`src/rtl/uart_rx_ctrl.sv`:
```
// uart_rx_ctrl: bit-centre tick generator for the UART receiver, a small
// first-word-fall-through byte FIFO, and overrun / framing-error status.
module uart_rx_ctrl #(
  parameter int CLKS_PER_BIT = 868,
  parameter int FRAME_BITS   = 8,
  parameter int FIFO_DEPTH   = 4
) (
  input  logic                            clk,
  input  logic                            reset,
  input  logic                            enable,
  input  logic                            phase_arm,
  input  logic [FRAME_BITS-1:0]           rx_data,
  input  logic                            valid,
  input  logic                            frame_error,
  input  logic                            rd_en,
  input  logic                            clr_status,
  output logic                            center_tick,
  output logic                            busy,
  output logic [FRAME_BITS-1:0]           fifo_dout,
  output logic                            fifo_empty,
  output logic                            fifo_full,
  output logic [$clog2(FIFO_DEPTH+1)-1:0] fifo_count,
  output logic                            overrun,
  output logic [7:0]                      err_count
);

  localparam int HALF = CLKS_PER_BIT / 2;
  localparam int CW   = $clog2(CLKS_PER_BIT);
  localparam int TW   = $clog2(FRAME_BITS + 2);
  localparam int PW   = $clog2(FIFO_DEPTH);
  localparam int NW   = $clog2(FIFO_DEPTH + 1);

  typedef enum logic {IDLE, RUN} state_t;

  state_t        state_q, state_d;
  logic [CW-1:0] cnt_q, cnt_d;
  logic [TW-1:0] idx_q, idx_d;

  // Tick FSM state register.
  // NOTE: sequential state uses non-blocking assignments so every register
  // samples the pre-edge values of the others.
  always_ff @(posedge clk) begin
    if (reset) begin
      state_q <= IDLE;
      cnt_q   <= '0;
      idx_q   <= '0;
    end else begin
      state_q <= state_d;
      cnt_q   <= cnt_d;
      idx_q   <= idx_d;
    end
  end

  // Tick FSM next state: count down to each bit centre, re-phase on arm.
  // NOTE: every output of this block gets a default first so no latch is
  // inferred on paths that do not assign it.
  always_comb begin
    state_d     = state_q;
    cnt_d       = cnt_q;
    idx_d       = idx_q;
    center_tick = 1'b0;
    unique case (state_q)
      IDLE: begin
        if (phase_arm && enable) begin
          state_d = RUN;
          cnt_d   = CW'(HALF - 1);
          idx_d   = '0;
        end
      end
      RUN: begin
        if (!enable) begin
          state_d = IDLE;
        end else if (phase_arm) begin
          // False start: restart from the start-bit centre, drop this tick.
          cnt_d = CW'(HALF - 1);
          idx_d = '0;
        end else if (cnt_q == '0) begin
          center_tick = 1'b1;
          cnt_d       = CW'(CLKS_PER_BIT - 1);
          if (idx_q == TW'(FRAME_BITS + 1)) begin
            state_d = IDLE;
          end else begin
            idx_d = idx_q + 1'b1;
          end
        end else begin
          cnt_d = cnt_q - 1'b1;
        end
      end
      default: state_d = IDLE;
    endcase
  end

  assign busy = (state_q == RUN);

  // ---------------------------------------------------------------- FIFO
  logic [FRAME_BITS-1:0] mem [FIFO_DEPTH];
  logic [PW-1:0]         wr_ptr, rd_ptr;
  logic [NW-1:0]         count;
  logic                  push, pop;

  assign fifo_empty = (count == '0);
  assign fifo_full  = (count == NW'(FIFO_DEPTH));
  assign fifo_count = count;
  assign pop        = rd_en && !fifo_empty;
  assign push       = valid && (!fifo_full || pop);
  assign fifo_dout  = fifo_empty ? '0 : mem[rd_ptr];

  // Byte storage write port.
  // NOTE: the storage array is deliberately not reset; fifo_dout is masked
  // while empty, so stale contents are never visible.
  always_ff @(posedge clk) begin
    if (push) mem[wr_ptr] <= rx_data;
  end

  // Pointers and occupancy; pointers wrap naturally as depth is a power of two.
  always_ff @(posedge clk) begin
    if (reset) begin
      wr_ptr <= '0;
      rd_ptr <= '0;
      count  <= '0;
    end else begin
      if (push) wr_ptr <= wr_ptr + 1'b1;
      if (pop)  rd_ptr <= rd_ptr + 1'b1;
      case ({push, pop})
        2'b10:   count <= count + 1'b1;
        2'b01:   count <= count - 1'b1;
        default: count <= count;
      endcase
    end
  end

  // -------------------------------------------------------------- status
  logic fe_q;
  logic err_event, ovr_event;

  assign err_event = frame_error && !fe_q;
  assign ovr_event = valid && !push;

  // Sticky overrun and saturating error count; a new event beats clr_status.
  always_ff @(posedge clk) begin
    if (reset) begin
      fe_q      <= 1'b0;
      overrun   <= 1'b0;
      err_count <= '0;
    end else begin
      fe_q <= frame_error;
      if (ovr_event)       overrun <= 1'b1;
      else if (clr_status) overrun <= 1'b0;
      if (clr_status)      err_count <= err_event ? 8'd1 : 8'd0;
      else if (err_event && err_count != 8'hFF) err_count <= err_count + 1'b1;
    end
  end

endmodule

```
`config.mk`:
```
export PLATFORM = sky130hd
export DESIGN_NAME = uart_rx_ctrl
export DESIGN_NICKNAME = d
export VERILOG_FILES = /design/src/rtl/uart_rx_ctrl.sv
export SDC_FILE = /design/constraint.sdc
export NUM_CORES = 1
export LEC_CHECK = 0
export BUFFER_PORTS_ARGS = -buffer_cell sky130_fd_sc_hd__buf_2
export CORE_MARGIN = 2
export CORE_UTILIZATION = 48
export DETAILED_ROUTE_END_ITERATION = 8
export HOLD_SLACK_MARGIN = 0.06
export PLACE_DENSITY = 0.68
export SETUP_SLACK_MARGIN = 0.4
export SLEW_MARGIN = 20
export SYNTH_ARGS = -nofsm -noshare
export SYNTH_HDL_FRONTEND = slang
export SYNTH_SLANG_ARGS = --single-unit
```
`constraint.sdc`:
```
create_clock -name clk -period 2.8 [get_ports clk]
set_clock_uncertainty 0.1 [all_clocks]
set_input_delay 0.28 -clock clk [delete_from_list [all_inputs] [get_ports clk]]
set_output_delay 0.28 -clock clk [all_outputs]
set_load 0.01 [all_outputs]
```
; ---- After elaboration in Yosys (flattened, before gate mapping)
; Memory sizes are Yosys's and may differ from the RTL's. A register that Yosys moved wholly into a read port is not among the register bits.
; Cells that the tools add are included.
[word_totals]
word_cells = 77
ram_bits = 32
output_inout_bits = 24
ff_bits = 32
memories = 1
in_bits = 16
[memory_table]
columns = name, words, word_bits, read_ports, rd_ports_with_merged_regs, write_ports, line_no
row1 = mem, 4, 8, 1, 1, 1, 96  ; logic [FRAME_BITS-1:0] mem [FIFO_DEPTH];
[classes]
bitwise = 1
n_eq_ne = 9
muxes = 32
add_sub_neg = 7
n_reduce_logical = 18
[ops]
columns = operator, n
row1 = 10-bit 2-to-1 mux, 4
row2 = 8-bit 2-to-1 mux, 3
row3 = 4-bit 2-to-1 mux, 5
row4 = 10-bit case mux with 2 select lines, 1
row5 = 1-bit 2-to-1 mux, 14
row6 = 10-bit zero test, 1
row7 = "10-bit by 1-bit subtractor with 10-bit output, second input constant", 1
row8 = "8-bit by 1-bit adder with 8-bit output, second input constant", 1
row9 = "8-bit != test, second input constant", 1
row10 = 4-bit case mux with 2 select lines, 1
row11 = 1-bit logical AND, 6
row12 = 3-bit case mux with 2 select lines, 1
row13 = 2-bit nonzero test, 3
row14 = "2-bit by 1-bit adder with 2-bit output, second input constant", 2
row15 = "4-bit by 1-bit adder with 4-bit output, second input constant", 1
row16 = "4-bit == test, second input constant", 1
row17 = 1-bit zero test, 4
row18 = 2-bit 2-to-1 mux, 2
row19 = "2-bit != test, second input constant", 2
row20 = 4-bit AND reduction, 1
row21 = "3-bit by 1-bit adder with 3-bit output, second input constant", 1
row22 = "3-bit == test, second input constant", 1
row23 = 3-bit zero test, 1
row24 = "3-bit by 2-bit != test with 1-bit output, second input constant", 1
row25 = other kinds (8), 8

; ---- Logic depth before layout (Yosys ltp)
; Gate-level depths: netlist (run 1).
[depth]
word_depth = 8
ltp_mapped = 9
mapped_depth_nobuf = 8

; ---- Worst setup path before layout (run 1)
; OpenSTA, ideal clock, no wires.
[synth_path]
path_type = reg-to-reg
startpoint = register count[0], in the netlist fifo_count[0]
endpoint = register count[2], in the netlist fifo_count[2]
stages_incl_launch_ff = 9
arrival_ns = 1.924
path_slack_ns = 0.644
setup_time_ns = 0.132
required_ns = 2.568
n_path_buf = 1
period_less_slack_ns = 2.156
path_cell_list = dfxtp_1 -> buf_2 -> or3_1 -> nand2_1 -> or2_1 -> fa_1 -> or3b_1 -> a31oi_1 -> a21oi_1
[synth_between]
elab_chain_len = 7
word_cells_on_any_way = 13
cone_classes = add/sub (2) / eq/ne (3) / mux (1) / reduce/logical (7)
[synth_lines]
columns = element, line_no
row1 = from (decl), 98  ; logic [NW-1:0] count;
row2 = from (signal assigned), 125  ; 2'b10: count <= count + 1'b1;
row3 = from (signal assigned), 126  ; 2'b01: count <= count - 1'b1;
row4 = from (signal assigned), 127  ; default: count <= count;
row5 = 3-bit zero test, 101  ; assign fifo_empty = (count == '0);
row6 = 1-bit zero test, 104  ; assign pop = rd_en && !fifo_empty;
row7 = 1-bit logical AND, 104
row8 = 1-bit logical OR, 105  ; assign push = valid && (!fifo_full || pop);
row9 = 1-bit logical AND, 105
row10 = 2-bit by 1-bit == test with 1-bit output or 2-bit == test (tied branches), 124  ; case ({push, pop})
row11 = 3-bit case mux with 2 select lines or 2-bit nonzero test (tied branches), -
; Parallel ways exist; a longest one is shown, timed or not.
; A chain may end at the register's enable or synchronous reset.

; ---- Worst setup path in the final report (run 1)
; Ends and elaborated chain as after synthesis.

==> metrics.csv, run 1 <==
stage,metric,value,unit
cts,clkSinkCount,66,
place,place_congestion,0.7517,
sta,slew_headroom,52.08,%
logic_synthesis,most_frequently_used_cell_type_in_the_post_synthesis_netlist,dfxtp_1,
sta,hold_violations,0,
pwr,cellLeakagePower,1.305,nW
logic_synthesis,syn-mean-instance-area,11.35,um2
pwr,ir_drop,0.0003083,V
cts,clock_buffer_count_from_cts,9,
floorplan,initial_utilization,48.92,%
cells_and_area,seq_area,1643,um2
logic_synthesis,synth_cell_types,52,
global_route,grt-ovfl-total,0,
logic_synthesis,synth_top_cells_by_area,"edfxtp_1, dfxtp_1, mux4_2",
pwr,comb_power_share,16.5,%
sta,fin_hold_ws,0.07713,ns
sta,post-route-min-period,2.256,ns
critical_path,worst_ep_arrival_time,2.36,ns
critical_path,cp.required,2.91,ns
logic_synthesis,synth_seq_area_share,53.77,%
cts,ctsRootBufferMaster,clkbuf_8,
critical_path,critical_path.startpoint_type,register,
cts,cts.reportedPaths.clkPinSlew,0.07,ns
cells_and_area,flow.area_growth_from_synthesis,16.19,%
cts,clk_path_buf_depth,2,
place,port_buffers,39,
critical_path,critPathLaunch,fifo_count[0],
cts,cts_htree_levels,3,
detailed_routing,route.vias.total,2192,
job,max_cap_violations,0,
sta,final_critical_path_setup_slack,0.5439,ns
global_route,grt_pass1_wl,9.777,mm
sta,max_freq,443.2,MHz
pwr,power_per_cell_area,612.3,nW/um2
sta,tightest_slew,0.7149,ns
logic_synthesis,fraction_of_synthesized_cell_area_taken_by_the_top_area_cell_type,31.48,%
pwr,switching_pwr,0.6117,mW
critical_path,timing.rr.start,fifo_count[0],
sta,number_of_setup_violations_in_the_final_report,0,
critical_path,timing.rr.end,fifo_count[2],
sta,min_period_over_period,80.57,%
logic_synthesis,yosys.area.top_type,edfxtp_1,
logic_synthesis,synthFlopType,dfxtp_1,
critical_path,reg2regPathDepth,7,
place,dp_hpwl,3.935,mm
floorplan,floorplan.die.width,83.75,um
global_route,first_global_vias,2135,
cts,clock_insertion_delay_worst_skew,0.34,ns
logic_synthesis,mappedNetlistArea,3053,um2
detailed_routing,drtAntennaViolNets,0,
detailed_routing,firstDrtPassIters,5,
cells_and_area,nFillCells,543,
logic_synthesis,synthesis.instances,269,
critical_path,endpoint,fifo_count[2],
sta,pins_over_their_slew_limit,0,
sta,rsz0062_at_grt,no,
critical_path,critPathMaxFanout,10,
detailed_routing,vias_per_cell,5.508,
detailed_routing,routed_wire_length,5.789,mm
critical_path,reg2reg_setup_slack,0.54,ns
floorplan,row_count,29,
logic_synthesis,synth.net_count,294,
floorplan,ios,40,
cells_and_area,nets,341,
min_path,hold_path_depth,1,
cts,clock_tree_from_tritoncts,built,
sta,setup_total_negative_slack,0,ns
logic_synthesis,synth_seq_cells,66,
cells_and_area,antenna_cells,0,
floorplan,design.die.area,7014,um2
min_path,min-delay-path-class,in -> reg,
global_route,antenna_found_initial,0,
detailed_routing,detail_route.iter0.violations,89,
cells_and_area,area_used_by_multi_input_combinational_logic,1319,um2
floorplan,coreArea,6241,um2
critical_path,class_of_the_most_critical_setup_path,reg -> reg,
cts,cts_setup_buffers,0,
logic_synthesis,synthTopCellsByCount,"dfxtp_1, edfxtp_1, nor2_1, a21oi_1, and2_1",
pwr,clkPwrFrac,31.7,%
floorplan,die_y,83.75,um
cells_and_area,drive_above_1_share,22.74,%
logic_synthesis,synth_edf_count,32,
outcome,outcome,finished clean,
critical_path,worst_setup_path_end_kind,register,
global_route,grt_use_total,17.84,%
global_route,grt_start_max_net_pins,29,
logic_synthesis,ys_async_sr_fraction,0,%
detailed_routing,routed_wire_per_std_cell,14.55,um
detailed_routing,remaining_drc_errors,0,
pwr,switching_share_of_total_power,28.16,%
pwr,internal_power,1.560,mW
pwr,power.share.sequential,51.8,%
place,dp_slack,0.5635,ns
logic_synthesis,yosysWarnings,0,
cell usage in the layout, fill, tap and decap left out, drive strengths merged, types with 3 or more instances in the layout:
| cell | n |
|---|---|
| ha | 8 |
| dlygate4sd3 | 7 |
| a31oi | 3 |
| and3 | 3 |
| and2 | 12 |
| dfxtp | 34 |
| nand2b | 3 |
| nand3 | 7 |
| nor2 | 26 |
| inv | 12 |
| nor2b | 5 |
| a211oi | 5 |
| nand4 | 5 |
| o211ai | 5 |
| buf | 40 |
| a21oi | 15 |
| edfxtp | 32 |
| o21ai | 14 |
| nand3b | 5 |
| nor3 | 7 |
| clkbuf | 10 |
| or3 | 5 |
| nand2 | 8 |
| xor2 | 8 |
| clkinvlp | 4 |
| mux4 | 8 |
per-layer routing:
metal / vias to the layer above / wire, um / GRT usage, %
met5: - / 0 / 0
li1: 1086 / - / -
met4: 0 / 129 / 9.091
met2: 50 / 2802 / 29.24
met3: 10 / 233 / 3.956
met1: 1046 / 2623 / 22.20
worst min-delay path by stage:
stage	start	endpoint	slack, ns
5_1_grt	rx_data[5]	mem[2][5]	0.06
4_1_cts	rx_data[5]	mem[2][5]	0.06
6_report	rx_data[5]	mem[0][5]	0.08
3_3_place_gp	idx_q[3]	idx_q[3]	0.37
3_5_place_dp	idx_q[3]	idx_q[3]	0.39
2_1_floorplan	rx_data[0]	mem[0][0]	0.28
power groups by stage:
stage	Combinational, mW	Sequential [mW]	Clock, mW
after detailed placement	0.352	1.15	0
after global routing	0.402	1.13	0.753
after global placement	0.346	1.14	0
final	0.358	1.12	0.689
after floorplan	0.265	1.12	0
after CTS	0.361	1.13	0.707
flip-flops by register name, indices dropped and copies added, names as in the netlist, named ones only:
| name | cells |
|---|---|
| busy | 1 |
| cnt_q | 10 |
| err_count | 8 |
| fe_q | 1 |
| fifo_count | 3 |
| idx_q | 4 |
| mem | 32 |
| overrun | 1 |
| rd_ptr | 2 |
| wr_ptr | 2 |
layout make-up:
type | instances | share of cell area [%]
Sequential cell | 66 | 46.31
Inverter | 12 | 1.270
Clock buffer | 10 | 3.598
Multi-Input combinational cell | 180 | 37.18
Tap cell | 77 | 2.716
Clock inverter | 6 | 1.235
Timing Repair Buffer | 47 | 7.690
critical path, stage by stage, from the launching register on:
cell and delay [ns]:
dfxtp_1 0.49, or3_1 0.18, nand2_1 0.07, or2_1 0.22, fa_1 0.40, or3b_1 0.38
a31oi_1 0.19, a21oi_1 0.08
through the flow:
stage          util, %  power, mW  cells  instance area (um2)
2_1_floorplan        -      1.385    269                 3053
5_1_grt          56.84      2.289    398                 3547
3_5_place_dp     52.95      1.499    375                 3304
6_report         56.84      2.172    398                 3547
4_1_cts          56.82      2.193    398                 3546
3_3_place_gp     52.95      1.488    375                 3304
logic make-up (layout without fill, tap and decap cells):
group,count (synthesis),count (layout),synth area share [%]
compound gates,53,53,11.11
xor+xnor,9,9,2.582
fa+ha+maj,9,9,3.935
buf+inv,23,75,3.032
flops,66,66,53.77
mux,10,10,6.557
simple gates,99,99,19.02
what timing repair did:
| item | CTS | global route |
|---|---|---|
| setup endpoints to repair | 0 | 3 |
| hold endpoints to repair | 28 | 0 |
| hold buffers | 7 | 0 |
| resized for setup | 0 | 1 |
(Power assumes the default switching activity.)
==> run 2: changes to the inputs <==
==> constraint.sdc (replaced) <==
create_clock -name clk -period 2.3 [get_ports clk]
set_clock_uncertainty 0.1 [all_clocks]
set_input_delay 0.23 -clock clk [delete_from_list [all_inputs] [get_ports clk]]
set_output_delay 0.23 -clock clk [all_outputs]
set_load 0.01 [all_outputs]
==> run 2 against run 1 <==
Compared with the run above: global-route usage is 0.68 points lower; sequential share of layout area is 2.9 points lower; utilization is 4.4 points higher; sequential cell count stayed put; sequential power is 21% higher; final cell count is 4.0% higher; fmax is 13% higher; clock-buffer cell count is 1 lower; combinational power is 65% higher; power is 38% higher; register-to-register slack worse by 0.24 ns; non-clock buffer count is 16 higher.
==> metrics.csv, run 2 (synthesis gave the netlist of run 1 again) <==
stage,metric,value,unit
outcome,outcome,finished clean,
place,dp_slack,0.2294,ns
cts,clock_buffer_count_from_cts,9,
pwr,cellLeakagePower,1.434,nW
critical_path,critical_path.startpoint_type,register,
detailed_routing,routed_wire_length,5.652,mm
pwr,power_per_cell_area,784.3,nW/um2
floorplan,die_y,83.75,um
critical_path,class_of_the_most_critical_setup_path,reg -> reg,
pwr,report.power.total,2.998,mW
cells_and_area,final_area,3822,um2
critical_path,critPathMaxStageDelay,0.46,ns
detailed_routing,detail_route.iter0.violations,81,
detailed_routing,routed_wire_per_std_cell,13.65,um
cells_and_area,nets,357,
floorplan,coreArea,6241,um2
floorplan,initial_utilization,48.92,%
cts,cts.reportedPaths.clkPinSlew,0.08,ns
critical_path,cp_slowest_cell,fa_2,
cells_and_area,largest_register_ffs,32,
cells_and_area,instances_no_fill,414,
cts,clkSinkCount,66,
critical_path,worst_ep_arrival_time,2.15,ns
global_route,first_global_vias,2039,
sta,setup_total_negative_slack,0,ns
sta,final_critical_path_setup_slack,0.3019,ns
floorplan,floorplan.die.width,83.75,um
cells_and_area,finalCoreUtilization,61.25,%
cts,ctsRootBufferMaster,clkbuf_8,
floorplan,row_count,29,
place,dp_hpwl,3.646,mm
floorplan,ios,40,
global_route,grt_start_max_net_pins,28,
place,place_area,3339,um2
min_path,min-delay-path-class,in -> reg,
floorplan,design.die.area,7014,um2
critical_path,crit_chain,or3_4 > nand2_2 > or2_1 > fa_2 > nor2_2 > o211ai_1 > a221oi_2,
sta,fin_hold_ws,0.1337,ns
global_route,grt_pass1_wl,9.466,mm
critical_path,reg2reg_setup_slack,0.30,ns
detailed_routing,vias_per_cell,5.300,
critical_path,worst_setup_path_end_kind,register,
job,max_cap_violations,0,
sta,number_of_setup_violations_in_the_final_report,0,
place,place_congestion,0.7621,
sta,rsz0062_at_grt,yes,
global_route,grt_use_total,17.16,%
sta,tightest_slew,0.6538,ns
cells_and_area,largest-register,mem,
global_route,antenna_found_initial,0,
cts,clock_tree_from_tritoncts,built,
place,port_buffers,39,
cts,clock_insertion_delay_worst_skew,0.34,ns
cts,clk_path_buf_depth,2,
sta,max_freq,500.5,MHz
min_path,hold_path_depth,4,
critical_path,critPathMaxFanout,2,
cells_and_area,reg.largest.list,"mem (32), cnt_q (10), err_count (8)",
cells_and_area,layout.cells.most_common_list,"buf_2, edfxtp_1, dfxtp_1, nor2_1, a21oi_1",
detailed_routing,firstDrtPassIters,4,
cells_and_area,layout.cells.most_common,buf_2,
critical_path,cp.required,2.45,ns
cells_and_area,antenna_cells,0,
detailed_routing,remaining_drc_errors,0,
global_route,grt-ovfl-total,0,
critical_path,timing.rr.start,fifo_count[1],
critical_path,timing.rr.end,fifo_count[1],
sta,hold_violations,0,
cells_and_area,flow.area_growth_from_synthesis,25.21,%
cells_and_area,nFillCells,520,
sta,min_period_over_period,86.87,%
critical_path,reg2regPathDepth,7,
cts,cts_htree_levels,3,
sta,pins_over_their_slew_limit,0,
pwr,ir_drop,0.0004480,V
sta,post-route-min-period,1.998,ns
sta,slew_headroom,56.12,%
critical_path,critPathLaunch,fifo_count[1],
detailed_routing,drtAntennaViolNets,0,
cells_and_area,drive_above_1_share,31.75,%
critical_path,endpoint,fifo_count[1],
detailed_routing,route.vias.total,2194,
place,placedCellCount,379,
run 2: how the worst min path moves through the flow:
stage,from,end,slack (ns)
6_report,clr_status,err_count[4],0.13
3_3_place_gp,rx_data[7],mem[1][7],0.35
5_1_grt,phase_arm,cnt_q[5],0.17
4_1_cts,clr_status,err_count[4],0.12
2_1_floorplan,rx_data[0],mem[0][0],0.23
3_5_place_dp,rx_data[4],mem[0][4],0.35
run 2: cell type report:
type                    instances  area, um2  share of cell area [%]
repair buffers                 63      442.9                   11.59
well taps                      77      96.34                   2.520
inverters                      12      45.04                   1.178
clock buffers                   9      123.9                   3.241
clock inverters                 7      92.59                   2.422
flip-flops and latches         66       1660                   43.44
multi-input cells             180       1361                   35.61
run 2: report_power, final:
part	switching [mW]	total (mW)	leakage, nW	internal, mW
combinational	0.278	0.590	0.756	0.313
sequential	0.0446	1.35	0.575	1.30
clock	0.450	1.06	0.103	0.608
run 2: what timing repair did:
item	4_1_cts	5_1_grt
endpoints found under the setup margin	11	47
hold buffers	9	0
gates resized for setup	11	19
endpoints found under the hold margin	33	0
buffers inserted	9	1
pin swaps	13	5
run 2: layer usage:
metal	track usage (%)	share of wire, %	up-vias
li1	-	-	1120
met1	22.17	46	1032
met2	27.56	50	38
met3	4.253	3.5	4
met4	7.331	1.0	0
met5	0	0	-
run 2: worst max-delay path: cells and delay by family (launching register included):
kind	cells	cell delay (ns)
AND/OR/NAND/NOR	4	0.66
adder cells (fa/ha/maj)	1	0.46
flip-flops	1	0.35
AO/OA/AOI/OAI	2	0.34
==> run 3: changes to the inputs <==
--- a/config.mk
+++ b/config.mk
@@ -11,6 +11,7 @@
 export DETAILED_ROUTE_END_ITERATION = 8
 export HOLD_SLACK_MARGIN = 0.06
 export PLACE_DENSITY = 0.68
+export REMOVE_ABC_BUFFERS = 1
 export SETUP_SLACK_MARGIN = 0.4
 export SLEW_MARGIN = 20
 export SYNTH_ARGS = -nofsm -noshare
==> run 3 against run 2 <==
Compared with the run above: sequential share of layout area is 0.16 points lower; global-route usage is 0.61 points higher; utilization stayed put; sequential cell count stayed put; via count is 1.1% higher; combinational power is 2% lower; fmax is 0.40% lower; final cell count is 0.72% lower; final area stayed put; highest routed layer unchanged.
==> metrics.csv, run 3 (synthesis gave the netlist of run 1 again) <==
stage,metric,value,unit
outcome,outcome,finished clean,
detailed_routing,vias_per_cell,5.399,
floorplan,coreArea,6241,um2
cells_and_area,layout.cells.most_common,buf_2,
sta,hold_violations,0,
floorplan,die_y,83.75,um
sta,slew_headroom,55.97,%
sta,final_critical_path_setup_slack,0.2938,ns
detailed_routing,routed_wire_length,5.918,mm
cts,cts_htree_levels,3,
job,max_cap_violations,0,
cells_and_area,largest-register,mem,
pwr,power_per_cell_area,788.0,nW/um2
place,dp_slack,0.1345,ns
place,dp_hpwl,3.909,mm
floorplan,row_count,29,
global_route,first_global_vias,2124,
sta,fin_hold_ws,0.1259,ns
cells_and_area,nets,354,
global_route,grt_start_max_net_pins,28,
pwr,cellLeakagePower,1.429,nW
cells_and_area,layout.cells.most_common_list,"buf_2, edfxtp_1, dfxtp_1, nor2_1, a21oi_1",
critical_path,critical_path.startpoint_type,register,
floorplan,initial_utilization,48.92,%
detailed_routing,route.vias.total,2219,
pwr,clkPwrFrac,35.9,%
sta,post-route-min-period,2.006,ns
sta,setup_total_negative_slack,0,ns
sta,tightest_slew,0.6561,ns
cells_and_area,largest_register_ffs,32,
cells_and_area,flow.area_growth_from_synthesis,25.21,%
pwr,ir_drop,0.0005388,V
detailed_routing,firstDrtPassIters,4,
critical_path,worst_setup_path_end_kind,register,
cts,clk_path_buf_depth,2,
cells_and_area,antenna_cells,0,
cts,clkSinkCount,66,
detailed_routing,routed_wire_per_std_cell,14.40,um
floorplan,floorplan.die.width,83.75,um
sta,number_of_setup_violations_in_the_final_report,0,
global_route,antenna_found_initial,0,
sta,pins_over_their_slew_limit,0,
place,placedCellCount,380,
detailed_routing,drtAntennaViolNets,0,
pwr,comb_power_share,19.3,%
pwr,switching_share_of_total_power,26.19,%
critical_path,class_of_the_most_critical_setup_path,reg -> reg,
cells_and_area,drive_above_1_share,32.34,%
global_route,grt_use_total,17.77,%
cts,clock_buffer_count_from_cts,9,
pwr,internal_power,2.223,mW
critical_path,cp.required,2.44,ns
floorplan,design.die.area,7014,um2
place,port_buffers,39,
critical_path,worstPathBufferInverterCount,0,
pwr,switching_pwr,0.7888,mW
cts,ctsRootBufferMaster,clkbuf_8,
critical_path,crit_chain,or3_4 > nand2_2 > or2_4 > fa_2 > nor2_1 > o211ai_1 > a221oi_1,
cts,cts.reportedPaths.clkPinSlew,0.08,ns
critical_path,cpLargestDelayFamily,simple AND/OR/NAND/NOR gates,
critical_path,worst_ep_arrival_time,2.15,ns
sta,max_freq,498.5,MHz
critical_path,critPathMaxStageDelay,0.44,ns
cells_and_area,instances_no_fill,411,
floorplan,ios,40,
detailed_routing,remaining_drc_errors,0,
global_route,grt_pass1_wl,9.818,mm
cells_and_area,reg.largest.list,"mem (32), cnt_q (10), err_count (8)",
sta,rsz0062_at_grt,yes,
detailed_routing,detail_route.iter0.violations,123,
critical_path,critPathMaxFanout,2,
global_route,grt-ovfl-total,0,
pwr,power.share.sequential,44.8,%
place,place_congestion,0.7706,
cts,clock_tree_from_tritoncts,built,
critical_path,cp_slowest_cell,fa_2,
sta,min_period_over_period,87.22,%
min_path,min-delay-path-class,in -> reg,
cts,clock_insertion_delay_worst_skew,0.34,ns
## run 3: layer usage
layer,part of all wire [%],GRT usage (%),up-vias
met2,49,28.07,38
met5,0,0,-
met3,3.5,4.352,10
met4,1.7,8.211,0
li1,-,-,1113
met1,46,23.16,1058
## run 3: path summary, 6_finish.rpt
path | start | end | slack, ns | cells past startpoint
max | fifo_count[0] | fifo_count[1] | 0.29 | 7
min | phase_arm | cnt_q[5] | 0.13 | 3
max reg2reg | fifo_count[0] | fifo_count[1] | 0.29 | 7
min reg2reg | cnt_q[1] | cnt_q[1] | 0.38 | 2
## run 3: worst min-delay path, delay by kind of cell
kind                   cells  cell delay [ns]
AND/OR/NAND/NOR            1             0.09
buffers and inverters      1             0.13
AO/OA/AOI/OAI              1             0.07
## run 3: area by class of cell
class	count	area (um2)
Multi-Input combinational cell	180	1388
Clock inverter	7	101.3
Inverter	12	45.04
Clock buffer	9	123.9
Tap cell	77	96.34
Timing Repair Buffer	60	414.1
Fill cell	522	2419
Sequential cell	66	1654
## run 3: repair_timing
action	in CTS	in global routing
gates cloned	0	0
endpoints found under the setup margin	13	44
hold buffers	9	0
setup buffers	6	0
pin swaps	13	7
resized for setup	17	18
endpoints found under the hold margin	33	0
## run 3: power by group through the flow
| stage | Combinational [mW] | Clock [mW] | Sequential (mW) |
|---|---|---|---|
| final | 0.581 | 1.08 | 1.35 |
| after global routing | 0.641 | 1.17 | 1.36 |
| after CTS | 0.561 | 1.11 | 1.35 |
| after detailed placement | 0.472 | 0 | 1.38 |
| after global placement | 0.464 | 0 | 1.37 |
| after floorplan | 0.281 | 0 | 1.38 |
## run 3: per-stage QoR
step / cell area (um2) / total power, mW / util, %
after detailed placement: 3342 / 1.848 / 53.55
after CTS: 3765 / 3.019 / 60.32
after global routing: 3822 / 3.166 / 61.25
final: 3822 / 3.012 / 61.25
after floorplan: 3005 / 1.664 / -
after global placement: 3342 / 1.836 / 53.55
